**src/rtl/wb_regfile_pkg.sv**
```systemverilog
// Shared widths, constants and read-select encoding for the write-back register file.
package wb_regfile_pkg;

   localparam int RegBus     = 32;
   localparam int RegAddrBus = 5;
   localparam int RegNum     = 32;

   localparam logic [RegBus-1:0]     ZeroWord     = '0;
   localparam logic [RegAddrBus-1:0] NOPRegAddr   = '0;
   localparam logic                  WriteEnable  = 1'b1;
   localparam logic                  WriteDisable = 1'b0;
   localparam logic                  ReadEnable   = 1'b1;
   localparam logic                  ReadDisable  = 1'b0;

   typedef enum logic [1:0] {
      SelZero   = 2'd0,
      SelBypass = 2'd1,
      SelArray  = 2'd2
   } rdSel_e;

endpackage

```
**src/rtl/wb_regfile_rd_port.sv**
```systemverilog
// One decode-stage read port: zero, enable, write-back bypass, then stored entry.
module regfile_rd_port
   import wb_regfile_pkg::*;
#(
   parameter int DATA_W = RegBus,
   parameter int ADDR_W = RegAddrBus
) (
   input  logic              rst,
   input  logic              re,
   input  logic [ADDR_W-1:0] raddr,
   input  logic              we,
   input  logic [ADDR_W-1:0] waddr,
   input  logic [DATA_W-1:0] wdata,
   input  logic [DATA_W-1:0] entryData,
   output logic [DATA_W-1:0] rdata
);

   rdSel_e rdSel;

   // The bypass only fires when the write-back result targets this very address,
   // so an instruction in ID sees a result that is still one edge away from storage.
   always_comb begin
      rdSel = SelArray;
      if (!rst) begin
         rdSel = SelZero;
      end else if (raddr == ADDR_W'(NOPRegAddr)) begin
         rdSel = SelZero;
      end else if (re == ReadDisable) begin
         rdSel = SelZero;
      end else if ((we != WriteDisable) && (waddr == raddr)) begin
         rdSel = SelBypass;
      end
   end

   always_comb begin
      rdata = DATA_W'(ZeroWord);
      case (rdSel)
         SelBypass: rdata = wdata;
         SelArray:  rdata = entryData;
         default:   rdata = DATA_W'(ZeroWord);
      endcase
   end

endmodule

```
**src/rtl/wb_regfile.sv**
```systemverilog
// Architectural register file fed by MEM/WB, with two bypassed read ports for decode.
module wb_regfile
   import wb_regfile_pkg::*;
#(
   parameter int DATA_W = RegBus,
   parameter int ADDR_W = RegAddrBus,
   parameter int NREG   = RegNum
) (
   input  logic              clk,
   input  logic              rst,
   input  logic              we,
   input  logic [ADDR_W-1:0] waddr,
   input  logic [DATA_W-1:0] wdata,
   input  logic              re1,
   input  logic [ADDR_W-1:0] raddr1,
   output logic [DATA_W-1:0] rdata1,
   input  logic              re2,
   input  logic [ADDR_W-1:0] raddr2,
   output logic [DATA_W-1:0] rdata2
);

   // $0 is hard-wired, so storage starts at index 1.
   logic [DATA_W-1:0] regs_q [1:NREG-1];
   logic [DATA_W-1:0] regs_d [1:NREG-1];
   logic [DATA_W-1:0] arrData1;
   logic [DATA_W-1:0] arrData2;

   always_comb begin
      regs_d = regs_q;
      if ((we == WriteEnable) && (waddr != ADDR_W'(NOPRegAddr)) && (int'(waddr) < NREG)) begin
         regs_d[waddr] = wdata;
      end
   end

   always_ff @(posedge clk or negedge rst) begin
      if (!rst) begin
         for (int i = 1; i < NREG; i++) begin
            regs_q[i] <= DATA_W'(ZeroWord);
         end
      end else begin
         regs_q <= regs_d;
      end
   end

   always_comb begin
      arrData1 = DATA_W'(ZeroWord);
      arrData2 = DATA_W'(ZeroWord);
      if ((raddr1 != '0) && (int'(raddr1) < NREG)) begin
         arrData1 = regs_q[raddr1];
      end
      if ((raddr2 != '0) && (int'(raddr2) < NREG)) begin
         arrData2 = regs_q[raddr2];
      end
   end

   regfile_rd_port #(
      .DATA_W (DATA_W),
      .ADDR_W (ADDR_W)
   ) u_rdPort1 (
      .rst       (rst),
      .re        (re1),
      .raddr     (raddr1),
      .we        (we),
      .waddr     (waddr),
      .wdata     (wdata),
      .entryData (arrData1),
      .rdata     (rdata1)
   );

   regfile_rd_port #(
      .DATA_W (DATA_W),
      .ADDR_W (ADDR_W)
   ) u_rdPort2 (
      .rst       (rst),
      .re        (re2),
      .raddr     (raddr2),
      .we        (we),
      .waddr     (waddr),
      .wdata     (wdata),
      .entryData (arrData2),
      .rdata     (rdata2)
   );

endmodule
```
**config.mk**
```make
export PLATFORM = sky130hd
export DESIGN_NAME = wb_regfile
export DESIGN_NICKNAME = d
export VERILOG_FILES = /design/src/rtl/wb_regfile_pkg.sv /design/src/rtl/wb_regfile_rd_port.sv /design/src/rtl/wb_regfile.sv
export SDC_FILE = /design/constraint.sdc
export NUM_CORES = 2
export LEC_CHECK = 0
export CAP_MARGIN = 0
export CORE_ASPECT_RATIO = 1.5
export CORE_MARGIN = 2
export CORE_UTILIZATION = 40
export CTS_CLUSTER_DIAMETER = 150
export CTS_CLUSTER_SIZE = 25
export DETAILED_ROUTE_END_ITERATION = 10
export DONT_BUFFER_PORTS = 1
export PLACE_DENSITY = 0.51
export SETUP_SLACK_MARGIN = 0.5
export SLEW_MARGIN = 20
export SYNTH_ARGS = -nofsm -noshare
export SYNTH_HDL_FRONTEND = slang
export SYNTH_HIERARCHICAL = 1
export SYNTH_SLANG_ARGS = --single-unit
export TNS_END_PERCENT = 20
```
**constraint.sdc**
```tcl
create_clock -name clk -period 2.45 [get_ports clk]
set_input_delay 0.1225 -clock clk [delete_from_list [all_inputs] [get_ports clk]]
set_output_delay 0.1225 -clock clk [all_outputs]
set_load 0.01 [all_outputs]
```
==> reports/qor.txt <==
Status - finished with violations
Failing checks - negative hold slack, negative setup slack
Final #Nets - 3893
Switching pwr - 11.4 mW
Worst r2r src - regs_q[900]
Hold Slack - -0.672 ns
Setup violators final - 63
Netlist cell types - 48
Cts bufs inserted - 45
Crit path DAT - 2.67 ns
Reg2Reg Depth - 2
Clock share of power - 22.3%
Post-synthesis sequential area ratio - 45.4%
Power per standard cell area - 679 nW/µm²
Tot GR Track Use - 26.7%
Setup crit end - rdata2[6]
Drt total wl - 186 mm
Slew @ Worst Pin - 1.13 ns
Final Cycle Share - 114%
# rows - 166
Async SR Flop Fraction - 100%
Type of the worst min-delay path - in2async
Post-Synth Adder-Cell Area - 0.0916%
Top_reg_cell synth - dfrtp_1
#FFs+latches synth - 992
Largest net degree at the start of global routing - 267
RSZ-0062 raised after global routing - true
Layout fillers - 12300
Main combinational cell family by area after synthesis - multiplexers
Detailed Route Iter0 Violations - 2527
Number of synthesis warnings - 6
Finished Cell Area - 59800 µm²
Post-synthesis instance area - 54600 µm²
Layout area overhead - 9.41%
Remaining antenna violation count - 0
Grt ovf - 0
GP Congestion - 0.781
Max Cap Viol - 0
Largest register FFs - 992
Critical path fanouts, max - 3
Number of synthesized flops with an enable pin - 0
Vias per cell - 6.31
Initial core utilization - 40.2%
Crit path launch - regs_q[774]
Final Hold Vio Count - 314
1st-pass router iterations - 5
Start-to-end type of the worst setup path - reg2out
Die height - 457 µm
Max-Slew Margin vs Limit - 24.3%
Internal - 29.1 mW
First-pass GRT wire length - 272 mm
Clock root buffer - clkbuf_16
Storage cell area - 24800 µm²
Input/output buffers - 0
Combinational Power Share - 23.7%
Highest clock rate - 0.358 GHz
# DRC - 0
Post-Synth XOR/XNOR Area - 0.160%
Synth Instances - 3952
Die area - 140000 µm²
Via count - 35300
Setup TNS - -12.04 ns
WL/cell - 33.2 µm
CTS tree - done
DP HPWL - 105 mm
Clock Latency Late Sink - 0.68 ns
Tmin final - 2.79 ns
Initial antenna violation count - 1
Final worst setup slack - -0.342 ns
Clock skew - 0 ns
Startpoint Class - register
CTS sink cnt - 992
Post-synthesis compound-gate area fraction - 4.96%
Die width - 306 µm
Ports - 116
Syn nets - 4008
Sw Ratio - 28.2%
Multi-input logic area - 28600 µm²
Post-DP Area - 57400 µm²
Mux cell area share after synthesis - 41.6%
IR drop worst, VDD - 0.000497 V
Max-slew violations - 0
Top reg by flops - regs_q
Number of global-route vias before repair - 36800
Placeable core area - 136000 µm²
Largest regs - regs_q x992
Syn avg cell area - 13.8 µm²
Leak - 25.4 nW
Layout cell share with drive strength beyond 1 - 49.9%
H-tree depth - 2
Total power - 40.6 mW
Clk pin slew, worst setup/hold paths - 0.11 ns
Crit path required time - 2.33 ns
Nature of the critical path endpoint - primary output
Post-Synth Simple-Gate Area - 4.07%
R2r setup slk - 1.07 ns
Reg-to-reg endpoint - regs_q[900]
Reg power frac - 54.0%
Clock Tree Buf Depth - 3
-- synthesized netlist by cell type, drive strengths merged, types with 55 or more instances --
master  count  area, µm²
mux2     1063      12000
mux2i     176       1760
a21oi     108        563
dfrtp     992      24800
a22oi      79        593
nor2b      65        407
nor2      123        462
mux4      399       8990
buf       219       1240
clkbuf    203        762
nand2     193        724
a221oi     55        482
-- per-stage QoR --
stage               util, %  worst slack (ns)  cells
global placement       42.1           -0.0626   5493
detailed placement     42.2            -0.992   5499
global route           43.9            -0.436   5603
CTS                    43.8            -0.415   5597
finish                 43.9            -0.342   5604
floorplan                 -             0.493   3952
-- layer usage --
metal | vias to the layer above | GRT usage (%) | share of wire, %
met2 | 841 | 45.0 | 50
met1 | 19500 | 35.8 | 43
met5 | - | 0 | 0.0070
met4 | 2 | 8.18 | 3.5
met3 | 266 | 3.37 | 4.2
li1 | 14700 | - | -
-- power by group through the flow --
stage / Sequential, mW / Combinational [mW] / Clock, mW
after floorplan: 21.3 / 7.78 / 0
after global placement: 22.1 / 8.53 / 0
after detailed placement: 22.2 / 9.01 / 0
after CTS: 21.8 / 9.56 / 9.38
after global routing: 22.3 / 10.4 / 9.87
final: 21.9 / 9.62 / 9.06
-- layout by cell type (no fill, tap or decap), types with 18 or more instances in the layout --
cell type,instances
mux4_2,399
buf_4,157
dfrtp_1,992
nand2_1,170
nor2_1,103
a221oi_1,34
a22oi_1,49
mux2i_1,165
a21oi_1,98
o32a_1,18
buf_12,50
a221oi_2,21
o211ai_1,43
o21ai_1,27
nor2b_1,51
nand3_1,43
clkbuf_16,48
a22oi_2,30
buf_2,20
nor3_1,34
mux2_2,1048
-- repair_timing --
item,CTS,global route
hold buffers,37,4
endpoints found under the setup margin,64,64
buffers inserted,8,1
cloned,4,1
gates resized for setup,105,48
hold endpoints to repair,1544,434
pin swaps,70,31
-- worst min path at each step --
stage,cells past startpoint,end,slack (ns)
2_1_floorplan,0,regs_q[0],-0.17
3_3_place_gp,0,regs_q[196],-0.09
3_5_place_dp,0,regs_q[196],-0.17
4_1_cts,0,regs_q[196],-0.92
5_1_grt,1,regs_q[196],-0.67
6_report,1,regs_q[100],-0.67
-- final cells by class --
cell class / instances / area share [%]
Antenna cell: 1 / 0.00419
Clock buffer: 47 / 1.97
Clock inverter: 2 / 0.0293
Inverter: 5 / 0.0356
Multi-Input combinational cell: 2533 / 47.9
Sequential cell: 992 / 41.5
Tap cell: 1764 / 3.69
Timing Repair Buffer: 260 / 4.81
-- critical path: stages, from the launching register on --
cell	delay, ns
dfrtp_1	0.41
mux4_2	0.48
mux2_4	0.29
a21oi_2	0.14
o211ai_1	0.14
a22oi_2	0.31
nor2_1	0.07
buf_4	0.15
-- kinds of logic (layout without fill, tap and decap cells) --
family / after synthesis / after routing
other cells: 0 / 1
simple gates: 495 / 495
xor+xnor: 10 / 10
compound gates: 386 / 386
mux: 1638 / 1638
fa+ha+maj: 4 / 4
buf+inv: 427 / 314
flops: 992 / 992
No activity file was read; power rests on OpenSTA's default activity.
